--- config.mk ---
export PLATFORM = sky130hd
export DESIGN_NAME = nf10_wrr_scheduler
export DESIGN_NICKNAME = d
export VERILOG_FILES = /design/src/rtl/nf10_sched_pkg.sv /design/src/rtl/nf10_rr_picker.sv /design/src/rtl/nf10_wrr_scheduler.sv
export SDC_FILE = /design/constraint.sdc
export NUM_CORES = 1
export LEC_CHECK = 0
export CAP_MARGIN = 20
export CORE_UTILIZATION = 50
export CTS_CLUSTER_SIZE = 12
export DETAILED_ROUTE_END_ITERATION = 8
export GPL_TIMING_DRIVEN = 0
export PLACE_DENSITY = 0.72
export SYNTH_ARGS = -nofsm -noshare
export SYNTH_HDL_FRONTEND = slang
export SYNTH_HIERARCHICAL = 1
export SYNTH_SLANG_ARGS = --single-unit
export TNS_END_PERCENT = 10
--- constraint.sdc ---
create_clock -name axi_aclk -period 9.1 [get_ports axi_aclk]
set_input_delay 1.82 -clock axi_aclk [delete_from_list [all_inputs] [get_ports axi_aclk]]
set_output_delay 1.82 -clock axi_aclk [all_outputs]
set_load 0.01 [all_outputs]
--- src/rtl/nf10_sched_pkg.sv ---
// Shared definitions for the NetFPGA-10G packet schedulers.
// Holds the FSM state type, a constant clog2 and the packed-weight slice helper.
package nf10_sched_pkg;

  typedef enum logic {
    IDLE  = 1'b0,
    GRANT = 1'b1
  } sched_state_t;

  localparam int MAX_QUEUES       = 16;
  localparam int MAX_WEIGHT_WIDTH = 8;
  localparam int WBUS_MAX         = MAX_QUEUES * MAX_WEIGHT_WIDTH;

  function automatic int clog2(input int value);
    int r;
    r = 0;
    while ((1 << r) < value) r++;
    return r;
  endfunction

  // Callers zero-extend their weights bus to WBUS_MAX and truncate the result.
  function automatic logic [MAX_WEIGHT_WIDTH-1:0] weight_at(
    input logic [WBUS_MAX-1:0] bus,
    input int                  idx,
    input int                  width
  );
    return MAX_WEIGHT_WIDTH'(bus >> (idx * width)) & MAX_WEIGHT_WIDTH'((1 << width) - 1);
  endfunction

endpackage

--- src/rtl/nf10_rr_picker.sv ---
// Combinational rotating-priority encoder: first set bit of mask at or after start,
// wrapping around. Shared by the input and output schedulers.
module nf10_rr_picker
  import nf10_sched_pkg::*;
#(
  parameter int N  = 5,
  parameter int IW = clog2(N)
) (
  input  logic [N-1:0]  mask,
  input  logic [IW-1:0] start,
  output logic          found,
  output logic [IW-1:0] pick_idx
);

  int pos;

  always_comb begin
    found    = 1'b0;
    pick_idx = start;
    pos      = 0;
    for (int k = 0; k < N; k++) begin
      pos = (int'(start) + k) % N;
      if (!found && mask[pos]) begin
        found    = 1'b1;
        pick_idx = IW'(pos);
      end
    end
  end

endmodule

--- src/rtl/nf10_wrr_scheduler.sv ---
// Weighted round-robin packet scheduler for the input arbiter: grants whole packets,
// up to weights[i] back-to-back packets per turn for queue i.
//
// state | meaning
// IDLE  | no owner; continue the current turn or search for the next queue
// GRANT | granted queue owns the datapath until its tlast handshake
module nf10_wrr_scheduler
  import nf10_sched_pkg::*;
#(
  parameter  int NUM_QUEUES   = 5,
  parameter  int WEIGHT_WIDTH = 4,
  localparam int QSEL_WIDTH   = clog2(NUM_QUEUES)
) (
  input  logic                               axi_aclk,
  input  logic                               axi_resetn,
  input  logic [NUM_QUEUES-1:0]              req,
  input  logic [NUM_QUEUES*WEIGHT_WIDTH-1:0] weights,
  input  logic                               m_axis_tvalid,
  input  logic                               m_axis_tready,
  input  logic                               m_axis_tlast,
  output logic                               grant_valid,
  output logic [QSEL_WIDTH-1:0]              grant_sel,
  output logic [NUM_QUEUES-1:0]              grant_onehot,
  output logic                               pkt_done
);

  sched_state_t            state_q, state_d;
  logic [QSEL_WIDTH-1:0]   ptr_q, ptr_d;
  logic [WEIGHT_WIDTH-1:0] credit_q, credit_d;
  logic [WEIGHT_WIDTH-1:0] w_arr [NUM_QUEUES];
  logic [WBUS_MAX-1:0]     weights_ext;
  logic [NUM_QUEUES-1:0]   eligible;
  logic [QSEL_WIDTH-1:0]   start;
  logic [QSEL_WIDTH-1:0]   pick_idx;
  logic                    found;
  logic                    cont_turn;
  logic                    last_beat;
  logic                    grant_valid_d;
  logic [QSEL_WIDTH-1:0]   grant_sel_d;
  logic [NUM_QUEUES-1:0]   onehot_d;
  logic                    pkt_done_d;

  assign weights_ext = WBUS_MAX'(weights);

  always_comb begin
    for (int i = 0; i < NUM_QUEUES; i++) begin
      w_arr[i]    = WEIGHT_WIDTH'(weight_at(weights_ext, i, WEIGHT_WIDTH));
      eligible[i] = req[i] & (w_arr[i] != '0);
    end
  end

  // The current queue is searched last so a lone requester still gets a fresh turn.
  assign start     = (ptr_q == QSEL_WIDTH'(NUM_QUEUES - 1)) ? '0 : ptr_q + 1'b1;
  assign cont_turn = (credit_q != '0) && eligible[ptr_q];
  assign last_beat = m_axis_tvalid & m_axis_tready & m_axis_tlast;

  nf10_rr_picker #(
    .N  (NUM_QUEUES),
    .IW (QSEL_WIDTH)
  ) u_picker (
    .mask     (eligible),
    .start    (start),
    .found    (found),
    .pick_idx (pick_idx)
  );

  always_comb begin
    state_d       = state_q;
    ptr_d         = ptr_q;
    credit_d      = credit_q;
    grant_valid_d = 1'b0;
    grant_sel_d   = grant_sel;
    pkt_done_d    = 1'b0;
    case (state_q)
      IDLE: begin
        if (cont_turn) begin
          state_d       = GRANT;
          grant_valid_d = 1'b1;
          grant_sel_d   = ptr_q;
        end else if (found) begin
          state_d       = GRANT;
          ptr_d         = pick_idx;
          credit_d      = w_arr[pick_idx];
          grant_valid_d = 1'b1;
          grant_sel_d   = pick_idx;
        end
      end
      GRANT: begin
        grant_valid_d = 1'b1;
        if (last_beat) begin
          state_d       = IDLE;
          grant_valid_d = 1'b0;
          pkt_done_d    = 1'b1;
          if (credit_q != '0) credit_d = credit_q - 1'b1;
        end
      end
      default: state_d = IDLE;
    endcase
    onehot_d = grant_valid_d ? (NUM_QUEUES'(1) << grant_sel_d) : '0;
  end

  always_ff @(posedge axi_aclk or negedge axi_resetn) begin
    if (!axi_resetn) begin
      state_q      <= IDLE;
      ptr_q        <= QSEL_WIDTH'(NUM_QUEUES - 1);
      credit_q     <= '0;
      grant_valid  <= 1'b0;
      grant_sel    <= '0;
      grant_onehot <= '0;
      pkt_done     <= 1'b0;
    end else begin
      state_q      <= state_d;
      ptr_q        <= ptr_d;
      credit_q     <= credit_d;
      grant_valid  <= grant_valid_d;
      grant_sel    <= grant_sel_d;
      grant_onehot <= onehot_d;
      pkt_done     <= pkt_done_d;
    end
  end

endmodule

======== Word-level counts from Yosys, hierarchy flattened ========
Index checks and enable logic that the tools add are counted.
word-level totals
  output and inout bits ................... 10
  flip-flop bits (word level) ............. 17
  bits of input ports ..................... 30
  logic and storage cells ................. 103
operators by class
  order comparisons ....................... 7
  shift operators ......................... 1
  bitwise gates (word level) .............. 10
  eq/ne operators ......................... 5
  mux-type cells .......................... 46
  reductions and logical operators ........ 17
  divide/modulo/power cells ............... 5
  $add $sub $neg .......................... 6
operators by type and width
  kind                                                    count
  < comparator 32 x 5 -> 1 bit (second input constant)    5
  modulo 32 x 4 -> 32 bit (second input constant)         4
  modulo 4 x 4 -> 32 bit (second input constant)          1
  2-to-1 mux 3 bit                                        9
  2-to-1 mux 4 bit                                        6
  nonzero test 4 bit                                      6
  2-to-1 mux 1 bit                                        21
  binary-select mux 1 bit (select 3 bit)                  6
  binary-select mux 4 bit (select 3 bit)                  1
  adder 3 x 2 -> 4 bit (second input constant)            2
  one-hot mux 4 bit (2 select lines)                      1
  bitwise AND 1 bit                                       7
  logical AND 1 bit                                       5
  2-to-1 mux 5 bit                                        1
  << shifter 1 x 3 -> 5 bit (first input constant)        1
  adder 3 x 1 -> 4 bit (second input constant)            1
  adder 3 x 3 -> 4 bit (second input constant)            1
  >= comparator 4 bit (second input constant)             1
  zero test 1 bit                                         4
  < comparator 3 x 4 -> 1 bit (second input constant)     1
  inequality test 2 x 1 -> 1 bit (second input constant)  2
  inequality test 2 bit (second input constant)           2
  NOT 3 -> 4 bit                                          1
  AND reduction 4 bit                                     1
  6 further kinds                                         7

======== Logic depth before layout (Yosys ltp) ========
  depth after elaboration ................. 26
  gate-level depth with buffers ........... 32
  gate-level depth less buffers ........... 27

======== Modules after synthesis ========
The synthesis kept the hierarchy.
by module, submodules not included
  module              cells an instance  area each (sq um)  instances  seq. area each (sq um)
  nf10_rr_picker      215                1596.5             1          0.0
  nf10_wrr_scheduler  120                1315.0             1          426.7

======== Least setup slack after synthesis ========
No wires, ideal clock.
  path type ............................... reg-to-reg
  from .................................... register ptr_q[0]
  to ...................................... register credit_q[0]
  library setup time ...................... 0.125 ns
  cell stages (with the launch flop) ...... 33
  buffers on the path ..................... 5
  required time ........................... 8.975 ns
  arrival time ............................ 6.687 ns
  clock period less this slack ............ 6.812 ns
  slack ................................... 2.288 ns
  cell sequence ........................... dfrtp_1 -> inv_1 -> ha_1 -> a21oi_1 -> buf_6 -> clkbuf_1 -> clkbuf_1 -> inv_1 -> ha_1 -> clkbuf_2 -> inv_1 -> ha_1 -> inv_1 -> ha_1 -> nor3_1 -> nor2_1 -> xnor2_1 -> inv_1 -> ha_1 -> nor2b_1 -> o22ai_2 -> and3_1 -> o21ai_1 -> mux2_2 -> or3_1 -> a31o_2 -> o31ai_2 -> buf_2 -> mux4_1 -> nor2b_1 -> a311oi_1 -> a21oi_1 -> mux2_2
on the way
  cells in the longest elaborated chain, start to end .. 26
  elaborated cells between the ends (all ways) .. 58
  classes of those cells .................. add/sub: 5; div: 5; eq/ne: 3; mux: 34; bitwise: 1; reduce/logical: 10
ends and longest elaborated chain
  what                                                                RTL line                   RTL
  start, declared                                                     nf10_wrr_scheduler.sv:28   logic [QSEL_WIDTH-1:0] ptr_q, ptr_d;
  start signal, assigned                                              nf10_wrr_scheduler.sv:105  ptr_q <= QSEL_WIDTH'(NUM_QUEUES - 1);
  start signal, assigned                                              nf10_wrr_scheduler.sv:113  ptr_q <= ptr_d;
  adder 3 x 1 -> 3 bit / equality test 3 bit (equally long branches)  nf10_wrr_scheduler.sv:53   assign start = (ptr_q == QSEL_WIDTH'(NUM_QUEUES - 1)) ? '0 : ptr_q + 1'b1;
  2-to-1 mux 3 bit (*)                                                nf10_wrr_scheduler.sv:53
  via start[0]                                                        nf10_wrr_scheduler.sv:33   logic [QSEL_WIDTH-1:0] start;
  branches (longest 16 deep; another with modulo 32 x 4 -> 32 bit)    --
  2-to-1 mux 3 bit (*)                                                nf10_rr_picker.sv:23       if (!found && mask[pos]) begin
  via pick_idx[0]                                                     nf10_wrr_scheduler.sv:34   logic [QSEL_WIDTH-1:0] pick_idx;
  NOT 3 -> 4 bit (not written as such) (*)                            nf10_wrr_scheduler.sv:83   credit_d = w_arr[pick_idx];
  binary-select mux 4 bit (select 3 bit) (*)                          nf10_wrr_scheduler.sv:83
  2-to-1 mux 4 bit (not written as such) (*) (2 in series)            nf10_wrr_scheduler.sv:83
  2-to-1 mux 4 bit (*)                                                nf10_wrr_scheduler.sv:80   end else if (found) begin
  2-to-1 mux 4 bit (*)                                                nf10_wrr_scheduler.sv:76   if (cont_turn) begin
  one-hot mux 4 bit (2 select lines) (*)                              nf10_wrr_scheduler.sv:74   case (state_q)
  end signal, assigned                                                nf10_wrr_scheduler.sv:114  credit_q <= credit_d;
  end, declared                                                       nf10_wrr_scheduler.sv:29   logic [WEIGHT_WIDTH-1:0] credit_q, credit_d;
Mark *: on every way through the listed nets, which the timed path passes. The select of a mux whose other input is x is not followed.
A chain may end at the register's enable or synchronous reset.

======== Final worst setup path ========
Ends and elaborated chain as after synthesis.

==> impl_metrics.json <==
{
  "hold_path_startpoint": "credit_q[3]",
  "layout_worst_path_cycle_share": 0.893,
  "synth_top_flop_cell": "sky130_fd_sc_hd__dfrtp_1",
  "worstPathMaxFanout": 10,
  "post_drt_via_cell_ratio": 6.25,
  "flow.area_growth_from_synthesis_pct": 18.3,
  "clk_latency_ns": 0.26,
  "synth_top_area_frac": 0.138,
  "clock_pin_transition_on_the_worst_setup_and_hold_timing_paths_ns": 0.07,
  "pin_count": 40,
  "timing.final.crit_period_ns": 8.12,
  "n_fill_cell": 505,
  "fp.dieArea_um2": 6130,
  "fp-row-count": 27,
  "antenna_found_initial": 0,
  "hold_path.class": "reg2reg",
  "critical_path.top_delay_family": "buffers and inverters",
  "critPathCaptureType": "flop",
  "core_area_um2": 5570,
  "fp.dieH_um": 78.3,
  "dominant_cells_by_area_after_synthesis": "sky130_fd_sc_hd__dfrtp_1, sky130_fd_sc_hd__ha_1, sky130_fd_sc_hd__mux2i_1",
  "route.antenna.remaining_nets": 0,
  "layout.nets": 432,
  "critPathRequiredTime_ns": 9.25,
  "rsz0062_at_grt": "no",
  "buffer_depth_of_the_longest_clock_path": 2,
  "post_cts_resized": 0,
  "place.detailed.hpwl_um": 6040,
  "maxCapViolCount": 0,
  "synth_enable_flop_cells": 0,
  "syn-num-nets": 387,
  "number_of_slew_limit_violations_in_the_final_report": 0,
  "grt.overflow.total": 0,
  "multi_input_logic_area_um2": 2320,
  "finalClockSkew_ns": 0.00237,
  "crit_arrival_ns": 8.27,
  "postSynth.asyncResetShare": 1.00,
  "synth_area_leader_cell": "sky130_fd_sc_hd__dfrtp_1",
  "post_synth_instance_area_um2": 2910,
  "io_buffer_count": 39,
  "drt-pass1-iter-count": 4,
  "weighted_congestion_at_the_end_of_routability_driven_global_placement": 0.899,
  "post-cts-setup-buffer-count": 0,
  "criticalPathCategory": "reg2reg",
  "flops_latches_synth": 17,
  "ys_warn_count": 6,
  "fmaxAchievable_ghz": 0.123,
  "setup-violations-final": 0,
  "post-route-drc-count": 0,
  "holdBufCountCts": 0,
  "post_drt_wl_per_cell_um": 17.0,
  "highest_count_cells_in_the_layout_ignoring_fill_and_taps": "sky130_fd_sc_hd__clkdlybuf4s50_1, sky130_fd_sc_hd__nand2_1, sky130_fd_sc_hd__ha_1, sky130_fd_sc_hd__inv_1, sky130_fd_sc_hd__nor2_1",
  "slew_headroom": 0.355,
  "clock_sinks": 17,
  "grt_pass1_vias": 2531,
  "regArea_um2": 427,
  "fin_setup_tns_ns": 0,
  "worst-path-buf-inv": 10,
  "synth_cell_type_count": 90,
  "cts_htree_levels": 1,
  "regToRegStartpoint": "ptr_q[0]",
  "max_slew.worst_pin.slew_ns": 0.941,
  "via_count_of_the_routed_design": 2819,
  "most_common_cell_after_layout_fill_and_taps_aside": "sky130_fd_sc_hd__clkdlybuf4s50_1",
  "cts-buffers-inserted": 3,
  "dieWidth_um": 78.3,
  "startpoint": "ptr_q[0]",
  "grt_pass1_wl_um": 12500,
  "drive_gt1_frac": 0.177,
  "drt_wl_total_um": 7660,
  "yosysSeqAreaShare": 0.147,
  "status": "completed",
  "drtIter0Drc": 199,
  "cp_slowest_cell": "sky130_fd_sc_hd__mux4_1",
  "gate_count_of_the_mapped_netlist": 335,
  "grt_start_max_net_pins": 18,
  "n_antenna_cell": 0,
  "groute.usage.overall": 0.251,
  "clock_tree.root_cell": "sky130_fd_sc_hd__clkbuf_8",
  "startpoint_type": "flop",
  "max_stage_delay_ns": 0.59,
  "hold_violations": 0,
  "synthesis.area_per_instance_um2": 8.69,
  "tritoncts": "built",
  "floorplan.initialDensity": 0.522
}
## cells in the mapped netlist (all sizes together), types with 3 or more instances
library cell   n
nor2b          9
o21a           6
mux2           7
nor4b          3
ha            22
o41ai          4
and4           3
nor2          20
nand2         24
a221o          3
o21ai         20
and4b          4
o31ai          4
o22ai          4
a41oi          4
a21oi         18
mux4           6
and3           3
a211oi         4
mux2i         18
o211ai         5
nand3          7
xnor2          6
inv           22
buf            7
a21boi         3
o221ai         4
a21o           3
nor4           6
a31oi          3
nand4          4
nand2b        10
clkbuf         9
dfrtp         16
nor3           8
## per-stage QoR
stage | instances | hold slack [ns] | setup slack, ns | util | instance area (um2)
5_1_grt | 451 | 0.602 | 0.429 | 0.618 | 3450
2_1_floorplan | 335 | 0.520 | 2.29 | - | 2910
6_report | 451 | 0.572 | 0.977 | 0.618 | 3450
4_1_cts | 451 | 0.568 | 1.09 | 0.618 | 3450
3_3_place_gp | 446 | 0.547 | 1.22 | 0.609 | 3390
3_5_place_dp | 447 | 0.547 | 1.10 | 0.609 | 3400
## kinds of logic after synthesis
| logic type | after synthesis | synth area share |
|---|---|---|
| AO/OA/AOI/OAI | 105 | 0.309 |
| XOR/XNOR | 8 | 0.0266 |
| adder cells (fa/ha/maj) | 22 | 0.0945 |
| buffers and inverters | 38 | 0.0554 |
| flip-flops | 17 | 0.147 |
| multiplexers | 31 | 0.142 |
| AND/OR/NAND/NOR | 114 | 0.226 |
## path summary, 6_finish.rpt
path                            slack (ns)              end  cells past startpoint
worst max-delay path                  0.98      credit_q[0]                     32
min in group asynchronous             2.01         pkt_done                      1
worst max register to register        0.98      credit_q[0]                     32
worst min-delay path                  0.57      credit_q[3]                      1
worst min register to register        0.57      credit_q[3]                      1
max in group asynchronous             6.60  grant_onehot[3]                      1
## sequential cells by signal, indices dropped and copies added, names as in the netlist
register,flops
credit_q,4
state_q,1
pkt_done,1
grant_onehot,5
grant_sel,3
ptr_q,3
## worst register-to-register path, delay by kind of cell (launching register included)
kind                     cells  cell delay [ns]
adder cells (fa/ha/maj)      5             1.19
AND/OR/NAND/NOR              6             1.05
buffers and inverters       10             2.30
multiplexers                 3             1.20
AO/OA/AOI/OAI                7             1.49
flip-flops                   1             0.47
XOR/XNOR                     1             0.34
## metal layers
layer	vias up	routed length (um)	GRT usage
li1	1376	-	-
met1	1359	3680	0.378
met2	82	3630	0.408
met3	2	344	0.0116
met4	0	10	0.0296
met5	-	0	0
## area by class of cell
cell class                 count  share of cell area
buffer                        16              0.0229
clock buffer                   3              0.0120
clock inverter                 1             0.00218
inverter                      22              0.0240
multi-input combinational    280               0.674
sequential                    17               0.124
tap                           72              0.0261
timing repair buffer          40               0.115
Power is left out: the tool's default activity adds up to more than one toggle a clock period on the data nets, which glitch-free logic cannot reach.
